==> src/rtl/alu_serial_lanes.sv <==
// alu_serial_lanes
//   Multi-lane bit-serial ALU. Each lane takes one X/Y bit pair per accepted
//   beat, LSB first, and returns one result bit per beat. All lanes share the
//   word framing (start/end), the opcode and the operand-complement controls.
//   A word's carry, overflow and zero flags are reported on its MSB beat.
//   The result leaves a single compute register followed by a delay line, so
//   the total latency is LAT register stages.
//
// Ports
//   gclk_i         clock, rising edge
//   rst_i          synchronous active-high reset
//   in_valid_i     beat present this cycle
//   start_i        beat is bit 0 of a word
//   end_i          beat is the MSB of a word
//   x_i, y_i       operand bits, one per lane
//   cmpl_x_i       invert X for the whole word (sampled on start)
//   cmpl_y_i       invert Y for the whole word (sampled on start)
//   op_i           00 XOR, 01 AND, 10 ARITH, 11 OR (sampled on start)
//   carry_in_i     initial carry per lane (sampled on start)
//   out_valid_o    result beat present
//   out_end_o      result beat is the word MSB; flags valid
//   sum_o          result bit per lane
//   carry_out_o    final carry per lane, only on out_end_o
//   overflow_o     signed overflow per lane, only on out_end_o
//   zero_o         word was all zeros per lane, only on out_end_o
//   err_o          one-cycle protocol error pulse, aligned with result timing
//
// FSM states
//   state     | meaning
//   S_IDLE    | between words, waiting for a start beat
//   S_IN_WORD | word in progress, carry/zero accumulators live

module alu_serial_lanes #(
  parameter int LANES = 4,
  parameter int LAT   = 5
) (
  input  logic             gclk_i,
  input  logic             rst_i,
  input  logic             in_valid_i,
  input  logic             start_i,
  input  logic             end_i,
  input  logic [LANES-1:0] x_i,
  input  logic [LANES-1:0] y_i,
  input  logic             cmpl_x_i,
  input  logic             cmpl_y_i,
  input  logic [1:0]       op_i,
  input  logic [LANES-1:0] carry_in_i,
  output logic             out_valid_o,
  output logic             out_end_o,
  output logic [LANES-1:0] sum_o,
  output logic [LANES-1:0] carry_out_o,
  output logic [LANES-1:0] overflow_o,
  output logic [LANES-1:0] zero_o,
  output logic             err_o
);

  typedef enum logic {S_IDLE, S_IN_WORD} state_t;

  localparam logic [1:0] OP_XOR   = 2'b00;
  localparam logic [1:0] OP_AND   = 2'b01;
  localparam logic [1:0] OP_ARITH = 2'b10;
  localparam logic [1:0] OP_OR    = 2'b11;

  typedef struct packed {
    logic             valid;
    logic             last;
    logic             err;
    logic [LANES-1:0] sum;
    logic [LANES-1:0] cout;
    logic [LANES-1:0] ovf;
    logic [LANES-1:0] zero;
  } beat_t;

  state_t           state_q, state_d;
  logic [1:0]       op_q, op_d;
  logic             cmpl_x_q, cmpl_x_d;
  logic             cmpl_y_q, cmpl_y_d;
  logic [LANES-1:0] carry_q, carry_d;
  logic [LANES-1:0] zacc_q, zacc_d;
  beat_t            pipe_q [LAT];
  beat_t            beat_d;

  logic             in_word;
  logic             accept;
  logic             proto_err;
  logic             is_arith;
  logic [1:0]       op_eff;
  logic             cx_eff;
  logic             cy_eff;
  logic [LANES-1:0] a;
  logic [LANES-1:0] b;
  logic [LANES-1:0] c;
  logic [LANES-1:0] zin;
  logic [LANES-1:0] res;
  logic [LANES-1:0] ncarry;

  always_comb begin
    in_word   = (state_q == S_IN_WORD);
    accept    = in_valid_i && (start_i || in_word);
    // Error when a start arrives inside a word, or a non-start beat arrives
    // while idle: both reduce to start matching the in-word flag.
    proto_err = in_valid_i && (start_i == in_word);

    // Start beats use the live controls; later beats use the latched copy.
    op_eff   = start_i ? op_i     : op_q;
    cx_eff   = start_i ? cmpl_x_i : cmpl_x_q;
    cy_eff   = start_i ? cmpl_y_i : cmpl_y_q;
    is_arith = (op_eff == OP_ARITH);

    a   = x_i ^ {LANES{cx_eff}};
    b   = y_i ^ {LANES{cy_eff}};
    c   = start_i ? carry_in_i : carry_q;
    zin = start_i ? {LANES{1'b1}} : zacc_q;

    case (op_eff)
      OP_XOR:   res = a ^ b;
      OP_AND:   res = a & b;
      OP_ARITH: res = a ^ b ^ c;
      default:  res = a | b;
    endcase

    ncarry = is_arith ? ((a & b) | (a & c) | (b & c)) : '0;

    state_d  = state_q;
    op_d     = op_q;
    cmpl_x_d = cmpl_x_q;
    cmpl_y_d = cmpl_y_q;
    carry_d  = carry_q;
    zacc_d   = zacc_q;
    beat_d   = '0;

    if (accept) begin
      state_d      = end_i ? S_IDLE : S_IN_WORD;
      op_d         = op_eff;
      cmpl_x_d     = cx_eff;
      cmpl_y_d     = cy_eff;
      carry_d      = ncarry;
      zacc_d       = zin & ~res;
      beat_d.valid = 1'b1;
      beat_d.last  = end_i;
      beat_d.sum   = res;
      if (end_i) begin
        beat_d.cout = ncarry;
        // c is the carry into the MSB; logic ops may see a non-zero
        // carry_in on a 1-bit word, so gate by opcode.
        beat_d.ovf  = is_arith ? (c ^ ncarry) : '0;
        beat_d.zero = zin & ~res;
      end
    end
    beat_d.err = proto_err;
  end

  always_ff @(posedge gclk_i) begin
    if (rst_i) begin
      state_q  <= S_IDLE;
      op_q     <= OP_XOR;
      cmpl_x_q <= 1'b0;
      cmpl_y_q <= 1'b0;
      carry_q  <= '0;
      zacc_q   <= '1;
      for (int i = 0; i < LAT; i++) begin
        pipe_q[i] <= '0;
      end
    end else begin
      state_q   <= state_d;
      op_q      <= op_d;
      cmpl_x_q  <= cmpl_x_d;
      cmpl_y_q  <= cmpl_y_d;
      carry_q   <= carry_d;
      zacc_q    <= zacc_d;
      pipe_q[0] <= beat_d;
      for (int i = 1; i < LAT; i++) begin
        pipe_q[i] <= pipe_q[i-1];
      end
    end
  end

  assign out_valid_o = pipe_q[LAT-1].valid;
  assign out_end_o   = pipe_q[LAT-1].last;
  assign sum_o       = pipe_q[LAT-1].sum;
  assign carry_out_o = pipe_q[LAT-1].cout;
  assign overflow_o  = pipe_q[LAT-1].ovf;
  assign zero_o      = pipe_q[LAT-1].zero;
  assign err_o       = pipe_q[LAT-1].err;

endmodule

==> config.mk <==
export PLATFORM = sky130hd
export DESIGN_NAME = alu_serial_lanes
export DESIGN_NICKNAME = d
export VERILOG_FILES = /design/src/rtl/alu_serial_lanes.sv
export SDC_FILE = /design/constraint.sdc
export NUM_CORES = 1
export LEC_CHECK = 0
export CORE_ASPECT_RATIO = 0.9
export CORE_UTILIZATION = 50
export DETAILED_ROUTE_END_ITERATION = 8
export PLACE_DENSITY = 0.86
export SKIP_LAST_GASP = 1
export SLEW_MARGIN = 25
export SYNTH_ARGS = -nofsm -noshare
export SYNTH_HDL_FRONTEND = slang
export SYNTH_SLANG_ARGS = --single-unit
==> constraint.sdc <==
create_clock -name gclk_i -period 2.2 [get_ports gclk_i]
set_input_delay 0.22 -clock gclk_i [delete_from_list [all_inputs] [get_ports gclk_i]]
set_output_delay 0.22 -clock gclk_i [all_outputs]
set_load 0.01 [all_outputs]
==> out/qor.txt <==
status: finished, violations left
failing checks: setup timing
non-filler cells, final: 484
max_slew headroom: 0.461
TritonCTS buffer count: 9
diode count: 0
RePlAce Congestion: 0.869
Synth Warn #: 0
Max Root-Sink Buffers: 2
sequential share of the synthesized area: 0.582
Synth Register Bits: 108
Post-route DRC: 0
P per Cell Area: 791 nW/um2
synth top area cells: dfxtp_1, nor2b_1, buf_4
VDD IR max: 0.000431 V
Total Nets Final: 420
Worst Max-Slew Pin Slew: 0.809 ns
unrepaired setup endpoints after global routing: yes
vias in the first global route: 2096
crit path time final: 2.21 ns
Top Ports: 40
Max Clk Rate: 0.452 GHz
Syn Area/Cell: 11.1 um2
Max FO, Critical Path: 17
Distinct cells, synth: 30
CTS clk-pin slew, worst paths: 0.10 ns
core area: 7110 um2
row cnt: 29
DP Cell Count: 467
Hold Vio Cnt, Final: 0
proportion of layout cells with a drive suffix above 1: 0.166
Clock Sinks: 108
CP Class: primary input to flop
Post-Synth Adder-Cell Area: 0.0519
startpoint of the lowest-slack hold path: rst_i
setup ws final: -0.0132 ns
initial DRC count: 87
cells along the critical path: dlygate4sd2_1, buf_4, mux2_2, fa_1, mux4_2, and2_4, nor2_2
antenna violations before repair: 0
Post-synth EDFFs: 0
largest net degree at the start of global routing: 88
Reg-to-Reg Start: cmpl_x_q$_SDFFE_PP0P_
worst endpoint required time: 2.51 ns
routed via count: 2214
Routed WL: 5630 um
worst slack, placed: -0.607 ns
vias per inst: 4.57
clk_lat worst skew: 0.36 ns
cell family with most CP delay: multiplexers
ys async rst share: 0
Post-Synthesis Cells: 335
CP endpoint kind: flop
WP data arrival: 2.52 ns
XOR/XNOR share of the synthesized area: 0.0236
final worst-path cycle share: 1.01
CTS tree: done
die extent in x: 92.9 um
CP bufs+invs: 2
fin. max-slew vios: 0
die footprint: 7780 um2
gr usage total: 0.157
nature of the critical path startpoint: primary input
mux cell area share after synthesis: 0.0519
GR Overflow Total: 0
Compound-Gate Fraction of Synth Area: 0.0236
Synth Cell Area: 3710 um2
First-pass DRT Iterations: 4
syn nets: 369
Simple-Gate Fraction of Synth Area: 0.202
Most used DFF post-synth: dfxtp_1
Min-Delay Path Class: primary input to flop
clock skew: 0.00610 ns
start point of the critical path: start_i
area leader, netlist: dfxtp_1
DR WL/cell: 11.6 um
DRT antenna net count: 0
final HPWL from detailed placement: 3900 um
H-tree Lvls: 3
setup violators final: 1
Layout area overhead: 20.9%
Die Span Y: 83.8 um
top-area cell type share of the netlist area: 0.582
Leakage: 0.00184 uW
Final TNS setup: -0.0132 ns
slowest cell delay on critical path: 0.49 ns
# hold bufs at CTS: 0
Power Total: 3550 uW
first-pass GRT wire length: 9290 um
Port Buffers: 39
starting density of the core: 0.522
slowest CP cell: mux4_2
clock tree root buffer cell: clkbuf_8
MaxCap Viol Count: 0
largest family of logic cells by synthesized area: simple AND/OR/NAND/NOR gates
Worst Hold Slack: 0.312 ns
-- synthesized netlist by cell type, drive strengths merged, types with 5 or more instances --
cell    number
buf         17
clkbuf      11
dfxtp      108
ha           9
inv         18
mux2i        9
nand2       10
nand3        5
nor2        25
nor2b       77
xor2         6
-- final timing paths --
check                                           endpoint  slack, ns  cells after the start
worst max-delay path              zacc_q[3]$_SDFFE_PP1P_      -0.01                      7
worst min-delay path             pipe_q[0][1]$_SDFF_PP0_       0.31                      4
worst max register to register    zacc_q[3]$_SDFFE_PP1P_       0.04                      7
worst min register to register  pipe_q[0][54]$_SDFF_PP0_       0.44                      1
-- metal layers --
| metal | track usage | up-vias | share of wire |
|---|---|---|---|
| li1 | - | 1127 | - |
| met1 | 0.180 | 987 | 0.41 |
| met2 | 0.260 | 84 | 0.50 |
| met3 | 0.0556 | 16 | 0.065 |
| met4 | 0.0713 | 0 | 0.028 |
| met5 | 0 | - | 0 |
-- where the power goes --
group / internal (uW) / switching [uW]
combinational: 215 / 200
clock: 439 / 687
sequential: 2000 / 16.5
total: 2650 / 903
-- layout make-up --
class                   count  area (um2)
fillers                   578        2620
flip-flops and latches    108        2160
multi-input cells         181        1350
repair buffers             68         602
clock buffers               9         124
well taps                  93         116
inverters                  18        67.6
clock inverters             7        66.3
-- per-stage QoR --
stage	instance area, um2	utilization
after floorplan	3730	-
final	4490	0.631
after detailed placement	4270	0.600
after global placement	4270	0.600
after CTS	4470	0.628
after global routing	4490	0.631
-- registers in the layout, indices dropped and copies added, names as in the netlist --
register  cells
cmpl_y_q      1
in_word       1
cmpl_x_q      1
pipe_q       95
carry_q       4
zacc_q        4
op_q          2
-- repair_timing --
item / CTS / global route
setup endpoints to repair: 11 / 6
setup buffers: 1 / 0
pin swaps: 1 / 1
resized for setup: 1 / 4
-- placed cells by master, fill, tap and decap left out, types with 2 or more instances in the layout --
cell type	count
a211oi_1	3
inv_6	3
xnor2_1	4
mux2i_1	6
mux2_2	2
xor2_1	4
nand2_1	10
a22oi_1	2
nor2b_1	77
buf_4	29
nand2b_1	2
mux2i_4	3
nor3_1	4
nand3_1	5
and3_1	2
fa_1	4
nor2_1	22
mux4_2	3
clkbuf_8	9
dfxtp_1	108
inv_1	17
and2_4	3
clkdlybuf4s50_1	37
a21oi_1	4
nor2_2	3
xor2_2	2
ha_1	9
nor3b_1	3
-- kinds of logic (layout without fill, tap and decap cells) --
family,count (synthesis),in the layout
compound gates,12,12
xor+xnor,10,10
fa+ha+maj,13,13
buf+inv,46,102
flops,108,108
mux,14,14
simple gates,132,132
-- worst reg2reg max path: cells and delay by family (launching register included) --
| family | cells | cell delay [ns] |
|---|---|---|
| DFF | 1 | 0.35 |
| muxes | 2 | 0.73 |
| buffers and inverters | 1 | 0.07 |
| adders and majority gates | 1 | 0.47 |
| xor gates and xnor gates | 1 | 0.21 |
| and+or+nand+nor | 2 | 0.28 |
Power figures use the tool's default switching activity.
